File: src/rtl/abr_params_pkg.sv
// Shared memory-interface types: request struct, read/write encodings, address width.
package abr_params_pkg;

    localparam int ABR_MEM_ADDR_WIDTH = 15;

    typedef enum logic [1:0] {
        RW_IDLE  = 2'b00,
        RW_READ  = 2'b01,
        RW_WRITE = 2'b10
    } rw_e;

    typedef struct packed {
        rw_e                           rd_wr_en;
        logic [ABR_MEM_ADDR_WIDTH-1:0] addr;
    } mem_if_t;

endpackage

File: src/rtl/skdecode_defines_pkg.sv
// Local definitions for the skdecode datapath; holds the key-memory arbiter state encoding.
package skdecode_defines_pkg;

    typedef enum logic [1:0] {
        KMARB_IDLE  = 2'b00,
        KMARB_OWN0  = 2'b01,
        KMARB_OWN1  = 2'b10,
        KMARB_DRAIN = 2'b11
    } kmarb_state_e;

endpackage

File: src/rtl/kmarb_rd_pipe.sv
// Delay line of depth DEPTH carrying {valid, owner id} for each forwarded key-memory read.
module kmarb_rd_pipe #(
    parameter int DEPTH = 1
) (
    input  logic clk,
    input  logic reset_n,
    input  logic zeroize,
    input  logic in_vld,
    input  logic in_id,
    output logic out_vld,
    output logic out_id
);

    logic [DEPTH-1:0] vld_reg;
    logic [DEPTH-1:0] id_reg;

    always_ff @(posedge clk or negedge reset_n) begin
        if (!reset_n) begin
            vld_reg <= '0;
            id_reg  <= '0;
        end else if (zeroize) begin
            vld_reg <= '0;
            id_reg  <= '0;
        end else begin
            vld_reg[0] <= in_vld;
            id_reg[0]  <= in_id;
            for (int i = DEPTH - 1; i > 0; i--) begin
                vld_reg[i] <= vld_reg[i-1];
                id_reg[i]  <= id_reg[i-1];
            end
        end
    end

    assign out_vld = vld_reg[DEPTH-1];
    assign out_id  = id_reg[DEPTH-1];

endmodule

File: src/rtl/keymem_rd_arbiter.sv
// Grants both key-memory read ports to one requester per operation and returns
// read data only to the requester that issued the read.
module keymem_rd_arbiter
    import abr_params_pkg::*;
    import skdecode_defines_pkg::*;
#(
    parameter int KMEM_RD_LAT    = 1,
    parameter int AHB_DATA_WIDTH = 32
) (
    input  logic                      clk,
    input  logic                      reset_n,
    input  logic                      zeroize,
    input  logic [1:0]                req_i,
    output logic [1:0]                gnt_o,
    input  mem_if_t                   rq_a_rd_req_i [1:0],
    input  mem_if_t                   rq_b_rd_req_i [1:0],
    output mem_if_t                   kmem_a_rd_req_o,
    output mem_if_t                   kmem_b_rd_req_o,
    input  logic [AHB_DATA_WIDTH-1:0] kmem_a_rd_data_i,
    input  logic [AHB_DATA_WIDTH-1:0] kmem_b_rd_data_i,
    output logic [AHB_DATA_WIDTH-1:0] rq_a_rd_data_o [1:0],
    output logic [AHB_DATA_WIDTH-1:0] rq_b_rd_data_o [1:0],
    output logic [1:0]                rq_a_rd_vld_o,
    output logic [1:0]                rq_b_rd_vld_o,
    output logic                      busy_o,
    output logic                      proto_err_o
);

    localparam int CNT_W = 2;
    localparam logic [CNT_W-1:0] DRAIN_LOAD = CNT_W'(KMEM_RD_LAT - 1);

    kmarb_state_e     state_reg, state_next;
    logic [CNT_W-1:0] cnt_reg, cnt_next;
    logic             last_gnt_reg, last_gnt_next;
    logic [1:0]       gnt_reg, gnt_next;
    logic             proto_err_reg, proto_err_next;

    logic    own_vld;
    logic    own_id;
    mem_if_t own_a_req;
    mem_if_t own_b_req;
    logic    fwd_a;
    logic    fwd_b;
    logic    own_write;
    logic [1:0] nonown_err;

    logic pa_vld, pa_id, pb_vld, pb_id;

    always_ff @(posedge clk or negedge reset_n) begin
        if (!reset_n) begin
            state_reg     <= KMARB_IDLE;
            cnt_reg       <= '0;
            last_gnt_reg  <= 1'b1;
            gnt_reg       <= '0;
            proto_err_reg <= 1'b0;
        end else if (zeroize) begin
            state_reg     <= KMARB_IDLE;
            cnt_reg       <= '0;
            last_gnt_reg  <= 1'b1;
            gnt_reg       <= '0;
            proto_err_reg <= 1'b0;
        end else begin
            state_reg     <= state_next;
            cnt_reg       <= cnt_next;
            last_gnt_reg  <= last_gnt_next;
            gnt_reg       <= gnt_next;
            proto_err_reg <= proto_err_next;
        end
    end

    // Ownership is only released by the owner dropping its request; no preemption.
    always_comb begin
        state_next    = state_reg;
        cnt_next      = cnt_reg;
        last_gnt_next = last_gnt_reg;
        unique case (state_reg)
            KMARB_IDLE: begin
                if (req_i == 2'b11) begin
                    state_next = last_gnt_reg ? KMARB_OWN0 : KMARB_OWN1;
                end else if (req_i[0]) begin
                    state_next = KMARB_OWN0;
                end else if (req_i[1]) begin
                    state_next = KMARB_OWN1;
                end
            end
            KMARB_OWN0: begin
                if (!req_i[0]) begin
                    state_next    = KMARB_DRAIN;
                    cnt_next      = DRAIN_LOAD;
                    last_gnt_next = 1'b0;
                end
            end
            KMARB_OWN1: begin
                if (!req_i[1]) begin
                    state_next    = KMARB_DRAIN;
                    cnt_next      = DRAIN_LOAD;
                    last_gnt_next = 1'b1;
                end
            end
            KMARB_DRAIN: begin
                if (cnt_reg == '0) begin
                    state_next = KMARB_IDLE;
                end else begin
                    cnt_next = cnt_reg - 1'b1;
                end
            end
            default: state_next = KMARB_IDLE;
        endcase
    end

    always_comb begin
        gnt_next = 2'b00;
        if (state_next == KMARB_OWN0) gnt_next = 2'b01;
        if (state_next == KMARB_OWN1) gnt_next = 2'b10;
    end

    assign own_vld   = (state_reg == KMARB_OWN0) || (state_reg == KMARB_OWN1);
    assign own_id    = (state_reg == KMARB_OWN1);
    assign own_a_req = rq_a_rd_req_i[own_id];
    assign own_b_req = rq_b_rd_req_i[own_id];
    assign fwd_a     = own_vld && (own_a_req.rd_wr_en == RW_READ);
    assign fwd_b     = own_vld && (own_b_req.rd_wr_en == RW_READ);

    always_comb begin
        kmem_a_rd_req_o = '0;
        kmem_b_rd_req_o = '0;
        if (fwd_a) kmem_a_rd_req_o = own_a_req;
        if (fwd_b) kmem_b_rd_req_o = own_b_req;
    end

    assign own_write = own_vld && ((own_a_req.rd_wr_en == RW_WRITE) ||
                                   (own_b_req.rd_wr_en == RW_WRITE));

    generate
        for (genvar gi = 0; gi < 2; gi++) begin : g_req
            // Outside OWN states nobody owns the ports, so any traffic is a violation.
            assign nonown_err[gi] = !(own_vld && (own_id == 1'(gi))) &&
                                    ((rq_a_rd_req_i[gi].rd_wr_en != RW_IDLE) ||
                                     (rq_b_rd_req_i[gi].rd_wr_en != RW_IDLE));

            assign rq_a_rd_vld_o[gi]  = pa_vld && (pa_id == 1'(gi));
            assign rq_b_rd_vld_o[gi]  = pb_vld && (pb_id == 1'(gi));
            assign rq_a_rd_data_o[gi] = rq_a_rd_vld_o[gi] ? kmem_a_rd_data_i : '0;
            assign rq_b_rd_data_o[gi] = rq_b_rd_vld_o[gi] ? kmem_b_rd_data_i : '0;
        end
    endgenerate

    assign proto_err_next = proto_err_reg || own_write || (|nonown_err);

    kmarb_rd_pipe #(.DEPTH(KMEM_RD_LAT)) u_pipe_a (
        .clk     (clk),
        .reset_n (reset_n),
        .zeroize (zeroize),
        .in_vld  (fwd_a),
        .in_id   (own_id),
        .out_vld (pa_vld),
        .out_id  (pa_id)
    );

    kmarb_rd_pipe #(.DEPTH(KMEM_RD_LAT)) u_pipe_b (
        .clk     (clk),
        .reset_n (reset_n),
        .zeroize (zeroize),
        .in_vld  (fwd_b),
        .in_id   (own_id),
        .out_vld (pb_vld),
        .out_id  (pb_id)
    );

    assign gnt_o       = gnt_reg;
    assign busy_o      = (state_reg != KMARB_IDLE);
    assign proto_err_o = proto_err_reg;

endmodule

File: config.mk
export PLATFORM = sky130hd
export DESIGN_NAME = keymem_rd_arbiter
export DESIGN_NICKNAME = d
export VERILOG_FILES = /design/src/rtl/abr_params_pkg.sv /design/src/rtl/skdecode_defines_pkg.sv /design/src/rtl/kmarb_rd_pipe.sv /design/src/rtl/keymem_rd_arbiter.sv
export SDC_FILE = /design/constraint.sdc
export NUM_CORES = 1
export LEC_CHECK = 0
export BUFFER_PORTS_ARGS = -buffer_cell sky130_fd_sc_hd__buf_2
export CAP_MARGIN = 10
export CORE_AREA = 5 5 116 118
export CTS_CLUSTER_SIZE = 16
export DETAILED_ROUTE_END_ITERATION = 6
export DIE_AREA = 0 0 121 123
export MAX_ROUTING_LAYER = met4
export PLACE_DENSITY = 0.56
export SYNTH_ARGS = -nofsm -noshare
export SYNTH_HDL_FRONTEND = slang
export SYNTH_SLANG_ARGS = --single-unit
export TNS_END_PERCENT = 20
File: constraint.sdc
create_clock -name clk -period 1.8 [get_ports clk]
set_clock_uncertainty 0.1 [all_clocks]
set_input_delay 0.18 -clock clk [delete_from_list [all_inputs] [get_ports clk]]
set_output_delay 0.18 -clock clk [all_outputs]
set_load 0.01 [all_outputs]
# After elaboration in Yosys (flattened, before gate mapping)
# Index checks and enable logic that the tools add are counted.
dict set report op_classes {
  add_sub_neg 1
  n_lt_le_gt_ge 1
  eq_ne 13
  n_mux 35
  bitwise 2
  reduce_logical 31
}
# cell n
set ops {}
lappend ops {{two-way mux 32 bit} 4}
lappend ops {{two-way mux 17 bit} 6}
lappend ops {{two-way mux 2 bit} 14}
lappend ops {{equality test 2 bit (second input constant)} 6}
lappend ops {{logical AND 1 bit} 11}
lappend ops {{nonzero test 2 bit} 5}
lappend ops {{inequality test 3 bit (second input constant)} 3}
lappend ops {{equality test 2 x 1 -> 1 bit (second input constant)} 4}
lappend ops {{two-way mux 1 bit} 8}
lappend ops {{case mux 2 bit (4 select lines)} 1}
lappend ops {{logical OR 1 bit} 6}
lappend ops {{case mux 2 bit (3 select lines)} 1}
lappend ops {{logical NOT 2 bit} 2}
lappend ops {{AND reduction 4 bit} 1}
lappend ops {{nonzero test 4 bit} 1}
lappend ops {{AND reduction 3 bit} 1}
lappend ops {{nonzero test 3 bit} 1}
lappend ops {{logical NOT 1 bit} 2}
lappend ops {{< comparator 1 x 2 -> 1 bit (second input constant)} 1}
lappend ops {{NOT 1 bit} 2}
lappend ops {{case mux 1 bit (2 select lines)} 1}
lappend ops {{OR reduction 2 bit} 1}
lappend ops {{subtractor 2 x 1 -> 2 bit (second input constant)} 1}
dict set report totals {
  register_bits 11
  inputBits 137
  out_inout_bits 170
  word_cells 91
}

# Depth between registers and ports, before layout
# Gate-level depths: netlist (run 1).
dict set report logic_depth {
  depth_word 9
  mapped_depth 7
  mapped_depth_nobuf 6
}

# Hierarchy
# From an unflattened synthesis (run 1), not the netlist that was laid out.
dict set report unflattened {
  cells_unflattened 294
  area_unflattened_um2 2104.5
}
# module n_inst cells_each area_each_um2 seq_area_each_um2
set modules_own_cells {}
lappend modules_own_cells {keymem_rd_arbiter 1 286 1979.4 201.4}
lappend modules_own_cells {kmarb_rd_pipe 2 4 62.6 50.0}

# Least setup slack after synthesis (run 1)
# Ideal clock, no wire load.
dict set report synth_timing {
  kind {reg-to-output}
  startpoint {reg state_reg[0]}
  endpoint {out kmem_b_rd_req_o[10] in the netlist's numbering}
  t_arrival_ns 1.586
  required_ns 1.520
  setup_slack_ns -0.066
  stages_incl_launch_ff 7
  n_path_buf 1
  cell_sequence {dfrtp_1 > inv_1 > ha_1 > mux2i_1 > nand3_2 > buf_2 > nor2_1}
}
# element line
set synth_lines {}
lappend synth_lines {{from (decl)} keymem_rd_arbiter.sv:32} ;# kmarb_state_e state_reg, state_next;
lappend synth_lines {{from (signal assigned)} keymem_rd_arbiter.sv:63} ;# state_reg <= state_next;
lappend synth_lines {{to (decl)} keymem_rd_arbiter.sv:18} ;# output mem_if_t kmem_b_rd_req_o,

==> results.txt, run 1 <==
register area share after synthesis: 0.133
Final Hold Viols: 0
Syn Std Cell Area: 2080 um^2
routed wl met3: 1190 um
area taken by multi-input logic gates: 1900 um^2
Iter 0 DRT Violations: 112
Int Power: 2100 uW
GRT overflow: 0
drt drc: 0
HPWL after DPL: 9690 um
Main synth FF type: dfrtp_1
combinational share of power: 0.789
class of the worst hold path: in2reg
remaining antenna violation count: 0
Initial Util: 0.168
Core Area: 12400 um^2
Cell Pwr Density: 837 nW/um^2
CP Data Required Time: 1.52 ns
Reg clk slew, reported paths: 0.04 ns
Reg area: 278 um^2
max_cap viols: 0
Area Overhead vs Synth: 115%
first-pass GRT wire length: 15900 um
largest net degree at the start of global routing: 37
total wire length: 11700 um
routed vias/inst: 4.16
FILL cells: 1315
CP arrival: 1.78 ns
vias after detailed routing: 3244
Tot GR Track Use: 0.135
Syn Inst Count: 294
CP max FO: 19
final setup vio count: 33
YS warnings: 0
failing checks: negative setup slack
Nets: 753
Async SR Flop Fraction: 1.00
area post-placement: 3980 um^2
fin area: 4470 um^2
Std-Cell Rows: 41
met2 wire length: 6190 um
Seq cells post-synth: 11
H-tree levels: 1
Final min period: 2.06 ns
Critical Path End Type: primary output
final std cells w/o fill: 780
Ports: 307
power consumption: 3740 uW
Root Buffer: clkbuf_16
number of distinct library cells after synthesis: 33
vias in the first global route: 3124
initial antenna violation count: 1
Slew Limit Fails: 0
die area: 14900 um^2
Leak Pwr: 0.00279 uW
Placed Instances: 767
final worst-path setup slack: -0.257 ns
Avg Synthesized Cell Area: 7.08 um^2
IO Port Bufs: 304
switching pwr: 1640 uW
CTS tree: yes
wire length per cell: 15.0 um
highest metal used: met4
proportion of layout cells with a drive suffix above 1: 0.649
drt pass-1 iters: 4
highest clock rate: 486 MHz
Clock power frac: 0.109
period utilisation layout: 1.14
number of synthesized flops with an enable pin: 0
Placer Congestion: 0.841
Min Hold Slack: 0.164 ns
Setup Crit Path Kind: reg2out
maximum vdd drop: 0.650 mV
die height: 123 um
Seq pwr share: 0.102
Die Wd: 121 um
Num Clock Sinks: 11
crit start category: register
RSZ-0062 raised after global routing: true
CTS buffer count: 3
outcome: finished with violations
Clock Latency Late Sink: 0.24 ns
sw frac: 0.439
Longest Clk Path Bufs: 2
final core occ: 0.362
met1 wire length: 4180 um
worst max-delay path, cell delays in order, from the launching register on:
cell and delay (ns):
dfrtp_1 0.38, inv_2 0.12, ha_4 0.19, buf_4 0.15, buf_12 0.19, mux2i_2 0.31, nor2_4 0.06, buf_6 0.12
worst paths after layout:
kind / start / end / slack, ns / depth (start not counted)
max in group asynchronous: reset_n / last_gnt_reg / 1.08 / 2
min in group asynchronous: reset_n / cnt_reg[1] / 0.25 / 2
max: state_reg[0] / kmem_a_rd_req_o[8] / -0.26 / 7
max reg2reg: state_reg[1] / cnt_reg[0] / -0.01 / 6
min reg2reg: proto_err_o / proto_err_o / 0.40 / 2
min: zeroize / state_reg[1] / 0.16 / 2
cell families after synthesis:
kind of cell             Yosys count  synth area share
flip-flops                        11             0.133
other                              1           0.00180
adder cells (fa/ha/maj)            8            0.0481
multiplexers                      34             0.167
AO/OA/AOI/OAI                     18            0.0559
buffers and inverters             37            0.0794
AND/OR/NAND/NOR                  185             0.515
layout make-up:
| cell class | instances | share of cell area |
|---|---|---|
| Inverter | 9 | 0.00756 |
| Antenna cell | 1 | 0.000560 |
| Timing Repair Buffer | 336 | 0.439 |
| Clock buffer | 3 | 0.0168 |
| Sequential cell | 11 | 0.0621 |
| Multi-Input combinational cell | 247 | 0.425 |
| Clock inverter | 1 | 0.00112 |
| Tap cell | 172 | 0.0482 |
per-stage QoR:
step                      setup WS, ns  setup TNS (ns)
after floorplan                 0.0232               0
after global placement         0.00450               0
after detailed placement       -0.0119          -0.127
after CTS                       -0.225           -6.33
after global routing            -0.346           -9.73
final                           -0.257           -6.97
routing by layer:
| metal | vias to the layer above | global-route usage |
|---|---|---|
| met5 | - | - |
| met4 | 0 | 0.0262 |
| met3 | 9 | 0.0293 |
| met2 | 206 | 0.259 |
| met1 | 1408 | 0.143 |
| li1 | 1621 | - |
repair_timing:
action | CTS | global route
setup endpoints to repair | 33 | 38
hold buffers | 1 | 0
setup buffers | 2 | 3
cloned | 0 | 2
pin swaps | 1 | 13
endpoints found under the hold margin | 11 | 0
resized for setup | 6 | 60
power by group through the flow:
stage,clock network [uW],logic (uW),registers [uW]
after floorplan,0,1380,391
after global placement,0,2430,374
after detailed placement,0,2420,375
after CTS,421,2500,381
after global routing,438,3200,389
final,408,2950,381
cells in the mapped netlist, drive strengths merged, types with 3 or more instances:
master   n  share of area
and2    66           0.20
nor2b    8          0.024
clkbuf  18          0.032
ha       8          0.048
a21oi    4         0.0096
dfrtp   10           0.12
o22ai    3         0.0090
mux2i   32           0.15
o21ai    5          0.012
nor2    36          0.065
buf     10          0.031
inv      9          0.016
and3    65           0.20
layout by cell type, fill, tap and decap left out, drive strengths merged, types with 2 or more instances in the layout:
| cell type | count |
|---|---|
| buf | 333 |
| and2 | 66 |
| and3 | 65 |
| nor2 | 36 |
| mux2i | 32 |
| dfrtp | 10 |
| inv | 9 |
| nor2b | 8 |
| ha | 8 |
| o21ai | 5 |
| clkbuf | 5 |
| a21oi | 4 |
| o22ai | 3 |
| mux2 | 2 |
| nand3 | 2 |
| nand2 | 2 |
| nor4 | 2 |
| conb | 2 |
Note: power is estimated with default switching activity, not from simulation.
==> run 2, diff against run 1 <==
CORE_AREA = 5 5 115 117   (was 5 5 116 118)
DIE_AREA = 0 0 120 122   (was 0 0 121 123)
PLACE_DENSITY = 0.55   (was 0.56)
clock period = 2.3 ns   (was 1.8 ns; I/O delays follow)
==> run 2 against run 1 <==
Compared with the run above:
- the flow now finishes without violations
- via count is 4.0% lower
- critical path type unchanged
- routed wire length fell by 11%
- largest power group unchanged
- sequential share of layout area increased by 0.85 points
- register-to-register slack improved by 0.44 ns
- critical path depth stayed put
- critical endpoint is now kmem_b_rd_req_o[14]
- clock power fell by 23%
==> results.txt, run 2 (synthesis gave the netlist of run 1 again) <==
outcome: finished clean
Reg clk slew, reported paths: 0.04 ns (about the same)
Reg area: 278 um^2 (unchanged)
# diodes: 0 (-1)
Cell Pwr Density: 604 nW/um^2 (-28%)
Clock Latency Late Sink: 0.24 ns (about the same)
CTS buffer count: 3 (unchanged)
slowest stage delay, CP: 0.38 ns (about the same)
worst reg2reg path startpoint: state_reg[1]
area post-placement: 3740 um^2 (-5.9%)
class of the worst hold path: in2reg
drt drc: 0 (unchanged)
period utilisation layout: 0.970
crit start category: register
Nets: 735 (-2.4%)
final setup vio count: 0 (-100%)
remaining antenna violation count: 0 (unchanged)
Placed Instances: 730 (-4.8%)
final worst-path setup slack: 0.0681 ns (+0.325 ns)
CTS tree: yes
area taken by multi-input logic gates: 1720 um^2 (-9.4%)
CP Data Required Time: 1.97 ns (+0.45 ns)
drt pass-1 iters: 4 (unchanged)
Std-Cell Rows: 41 (unchanged)
CP arrival: 1.90 ns (+0.12 ns)
Min Hold Slack: 0.205 ns (+0.0410 ns)
HPWL after DPL: 8500 um (-12%)
Ports: 307 (unchanged)
largest net degree at the start of global routing: 42 (+14%)
Area Overhead vs Synth: 89.0%
Critical Path, Cell by Cell: inv_2 > ha_4 > mux2_2 > nand3_4 > buf_4 > nor2_1 > buf_2
fin area: 3930 um^2 (-12%)
GRT overflow: 0 (unchanged)
Final min period: 2.23 ns
die height: 122 um (-0.81%)
final std cells w/o fill: 739 (-5.3%)
initial antenna violation count: 0 (-1)
Iter 0 DRT Violations: 160 (+43%)
pre-CTS setup slack: 0.193 ns (+0.205 ns)
vias after detailed routing: 3115 (-4.0%)
maximum vdd drop: 0.337 mV (-48%)
Longest Clk Path Bufs: 2 (unchanged)
IO Port Bufs: 304 (unchanged)
H-tree levels: 1 (unchanged)
Root Buffer: clkbuf_16
Slew Limit Fails: 0 (unchanged)
wire length per cell: 14.1 um (-5.7%)
Initial Util: 0.170 (+0.00141)
Leak Pwr: 0.00263 uW (-5.7%)
worst path bufs/invs: 3 (-1)
first-pass GRT wire length: 14800 um (-7.2%)
max_cap viols: 0 (unchanged)
slowest stage cell, crit path: dfrtp_1
setup TNS: 0 ns (+6.97 ns)
commonest non-fill, non-tap cell in the layout: buf_2
Num Clock Sinks: 11 (unchanged)
Core Area: 12300 um^2 (-0.83%)
Critical Path End Type: primary output
hold_sp: zeroize
FILL cells: 1305 (-0.76%)
CP top delay family: buffers and inverters
Die Wd: 120 um (-0.83%)
highest clock rate: 448 MHz
proportion of layout cells with a drive suffix above 1: 0.567 (-0.0820)
most frequent cells in the layout: buf_2, and2_1, and3_1, nor2_1, mux2i_1
Tot GR Track Use: 0.125 (-0.00990)
Setup Crit Path Kind: reg2out
total wire length: 10400 um (-11%)
CP startpoint: state_reg[0]
CP max FO: 10 (-9)
Final Hold Viols: 0 (unchanged)
die area: 14600 um^2 (-1.6%)
vias in the first global route: 2948 (-5.6%)
Placer Congestion: 0.840 (about the same)
routed vias/inst: 4.22 (+1.4%)
[run 2: cell count changes in the layout (fill, tap and decap cells not counted), sizes merged]
cell / previous run / this run
buf: 333 / 316
clkbuf: 5 / 4
clkinv: 1 / 0
diode: 1 / 0
nand3: 2 / 3
[run 2: repair_timing]
action	4_1_cts	5_1_grt
hold endpoints to repair	10	0
hold buffers	1	0
pin swaps	0	2
gates cloned	0	1
resized for setup	2	11
setup endpoints to repair	30	32
setup buffers	0	3
[run 2: area by class of cell]
cell class | instances | share of cell area
clock buffer | 4 | 0.0200
inverter | 9 | 0.00859
multi-input combinational | 248 | 0.437
sequential | 11 | 0.0706
tap | 150 | 0.0477
timing repair buffer | 317 | 0.416
[run 2: through the flow]
step,total power [uW],utilization
after floorplan,1340,-
after global placement,1940,0.305
after detailed placement,1930,0.305
after CTS,2280,0.314
after global routing,2570,0.321
final,2370,0.321
[run 2: path summary, 6_finish.rpt]
check                                       to  slack (ns)  cells after the start
min in group asynchronous             gnt_o[1]        0.32                      2
max in group asynchronous         last_gnt_reg        1.52                      2
max reg2reg                         cnt_reg[0]        0.43                      6
max                        kmem_b_rd_req_o[14]        0.07                      7
min reg2reg                         cnt_reg[0]        0.41                      2
min                                 cnt_reg[1]        0.20                      2
[run 2: worst register-to-register path: cells and delay by family, from the launching register on]
kind / cells / cell delay (ns)
fa+ha+maj: 1 / 0.22
buf+inv: 1 / 0.16
compound gates: 3 / 0.76
simple gates: 1 / 0.05
flops: 1 / 0.47
[run 2: report_power, final]
| part | leakage [uW] | total [uW] | switching (uW) | internal (uW) |
|---|---|---|---|---|
| logic | 0.00245 | 1760 | 970 | 789 |
| clock network | 0.0000382 | 315 | 82.2 | 232 |
| registers | 0.000143 | 301 | 45.9 | 255 |
[run 2: metal layers]
metal / GRT usage / up-vias / share of wire
met5: - / - / 0
met4: 0.0236 / 0 / 0.013
met3: 0.0218 / 13 / 0.10
met2: 0.235 / 192 / 0.51
met1: 0.140 / 1327 / 0.38
li1: - / 1583 / -
==> run 3, diff against run 2 <==
GPL_TIMING_DRIVEN = 0   (was not set)
==> run 3 against run 2 <==
Compared with the run above:
- core utilization increased by 0.47 points
- global-route usage grew 0.94 points
- first-iteration DRC count shrank 19%
- power up 0.29%
- combinational power is essentially flat
- non-clock buffer count increased by 23
- highest routed layer unchanged
- register-to-register slack worse by 0.15 ns
==> results.txt, run 3 (synthesis gave the netlist of run 1 again) <==
outcome: finished clean
CTS buffer count: 3 (unchanged)
commonest non-fill, non-tap cell in the layout: buf_2
period utilisation layout: 0.943 (-0.0276)
Final Hold Viols: 0 (unchanged)
Placer Congestion: 0.873 (+4.0%)
RSZ-0062 raised after global routing: false
Slew Limit Fails: 0 (unchanged)
die area: 14600 um^2 (unchanged)
CP max FO: 10 (unchanged)
Cell Pwr Density: 597 nW/um^2 (-1.2%)
H-tree levels: 1 (unchanged)
CP Data Required Time: 1.97 ns (about the same)
class of the worst hold path: in2reg
drt pass-1 iters: 4 (unchanged)
CP arrival: 1.84 ns (-0.06 ns)
Iter 0 DRT Violations: 129 (-19%)
proportion of layout cells with a drive suffix above 1: 0.553 (-0.0139)
GRT overflow: 0 (unchanged)
CTS tree: yes
Initial Util: 0.170 (unchanged)
setup TNS: 0 ns (unchanged)
power consumption: 2380 uW (+0.29%)
Final min period: 2.17 ns (-0.0635 ns)
highest clock rate: 461 MHz (+2.9%)
max_cap viols: 0 (unchanged)
# diodes: 0 (unchanged)
largest net degree at the start of global routing: 12 (-71%)
crit start category: register
first-pass GRT wire length: 15900 um (+7.3%)
initial antenna violation count: 0 (unchanged)
Reg area: 279 um^2 (+0.45%)
Critical Path End Type: primary output
total wire length: 10800 um (+3.8%)
area taken by multi-input logic gates: 1680 um^2 (-2.4%)
HPWL after DPL: 9390 um (+10%)
Clock Latency Late Sink: 0.23 ns (about the same)
Reg clk slew, reported paths: 0.04 ns (about the same)
Num Clock Sinks: 11 (unchanged)
Core Area: 12300 um^2 (unchanged)
fin area: 3990 um^2 (+1.5%)
Area Overhead vs Synth: 91.8%
area post-placement: 3790 um^2 (+1.3%)
vias in the first global route: 3082 (+4.5%)
most frequent cells in the layout: buf_2, and2_1, and3_1, nor2_1, mux2i_1
Root Buffer: clkbuf_16
Std-Cell Rows: 41 (unchanged)
Longest Clk Path Bufs: 2 (unchanged)
die height: 122 um (unchanged)
vias after detailed routing: 3193 (+2.5%)
routed vias/inst: 4.20 (-0.46%)
Min Hold Slack: 0.180 ns (-0.0248 ns)
Die Wd: 120 um (unchanged)
Tot GR Track Use: 0.135 (+0.00941)
drt drc: 0 (unchanged)
remaining antenna violation count: 0 (unchanged)
Leak Pwr: 0.00267 uW (+1.6%)
final setup vio count: 0 (unchanged)
Setup Crit Path Kind: reg2out
Ports: 307 (unchanged)
wire length per cell: 14.2 um (+0.83%)
maximum vdd drop: 0.322 mV (-4.7%)
Nets: 757 (+3.0%)
IO Port Bufs: 304 (unchanged)
FILL cells: 1386 (+6.2%)
[run 3: area by class of cell]
type | count | area share
multi-input combinational | 247 | 0.421
buffer | 28 | 0.0354
tap | 150 | 0.0470
timing repair buffer | 312 | 0.398
inverter | 9 | 0.00909
sequential | 11 | 0.0699
clock buffer | 4 | 0.0198
[run 3: per-stage QoR]
stage	util	setup WS, ns	cells
after floorplan	-	0.384	295
after global placement	0.309	-0.0246	749
after detailed placement	0.309	0.0263	749
after CTS	0.319	-0.00410	757
after global routing	0.325	0.0109	761
final	0.325	0.132	761
[run 3: per-layer routing]
metal	GRT usage	up-vias	part of all wire
met5	-	-	0
met4	0.0150	0	0.0020
met3	0.0181	2	0.077
met2	0.255	175	0.51
met1	0.156	1394	0.41
li1	-	1622	-
[run 3: repair_timing]
action / 4_1_cts / 5_1_grt
hold buffers: 1 / 0
endpoints found under the setup margin: 26 / 31
setup buffers: 3 / 4
endpoints found under the hold margin: 10 / 0
cloned: 0 / 0
gates resized for setup: 3 / 12
pin swaps: 2 / 0
[run 3: where the power goes]
group	switching [uW]	internal (uW)
logic	943	800
registers	68.3	257
clock network	80.5	232
[run 3: worst max-delay path, stage by stage (launching register included)]
cell	delay (ns)
dfrtp_2	0.45
inv_4	0.12
ha_4	0.15
buf_6	0.13
mux2_4	0.32
nand3_4	0.10
buf_6	0.14
nor2_1	0.06
buf_2	0.14
[run 3: final timing paths]
kind,from,to,slack (ns),cells after the start
min in group asynchronous,reset_n,gnt_o[0],0.29,2
setup / recovery,state_reg[0],kmem_a_rd_req_o[14],0.13,8
hold reg to reg,cnt_reg[0],cnt_reg[0],0.41,2
hold / removal,zeroize,gnt_o[0],0.18,2
setup reg to reg,state_reg[0],cnt_reg[0],0.28,7
max in group asynchronous,reset_n,last_gnt_reg,1.55,2
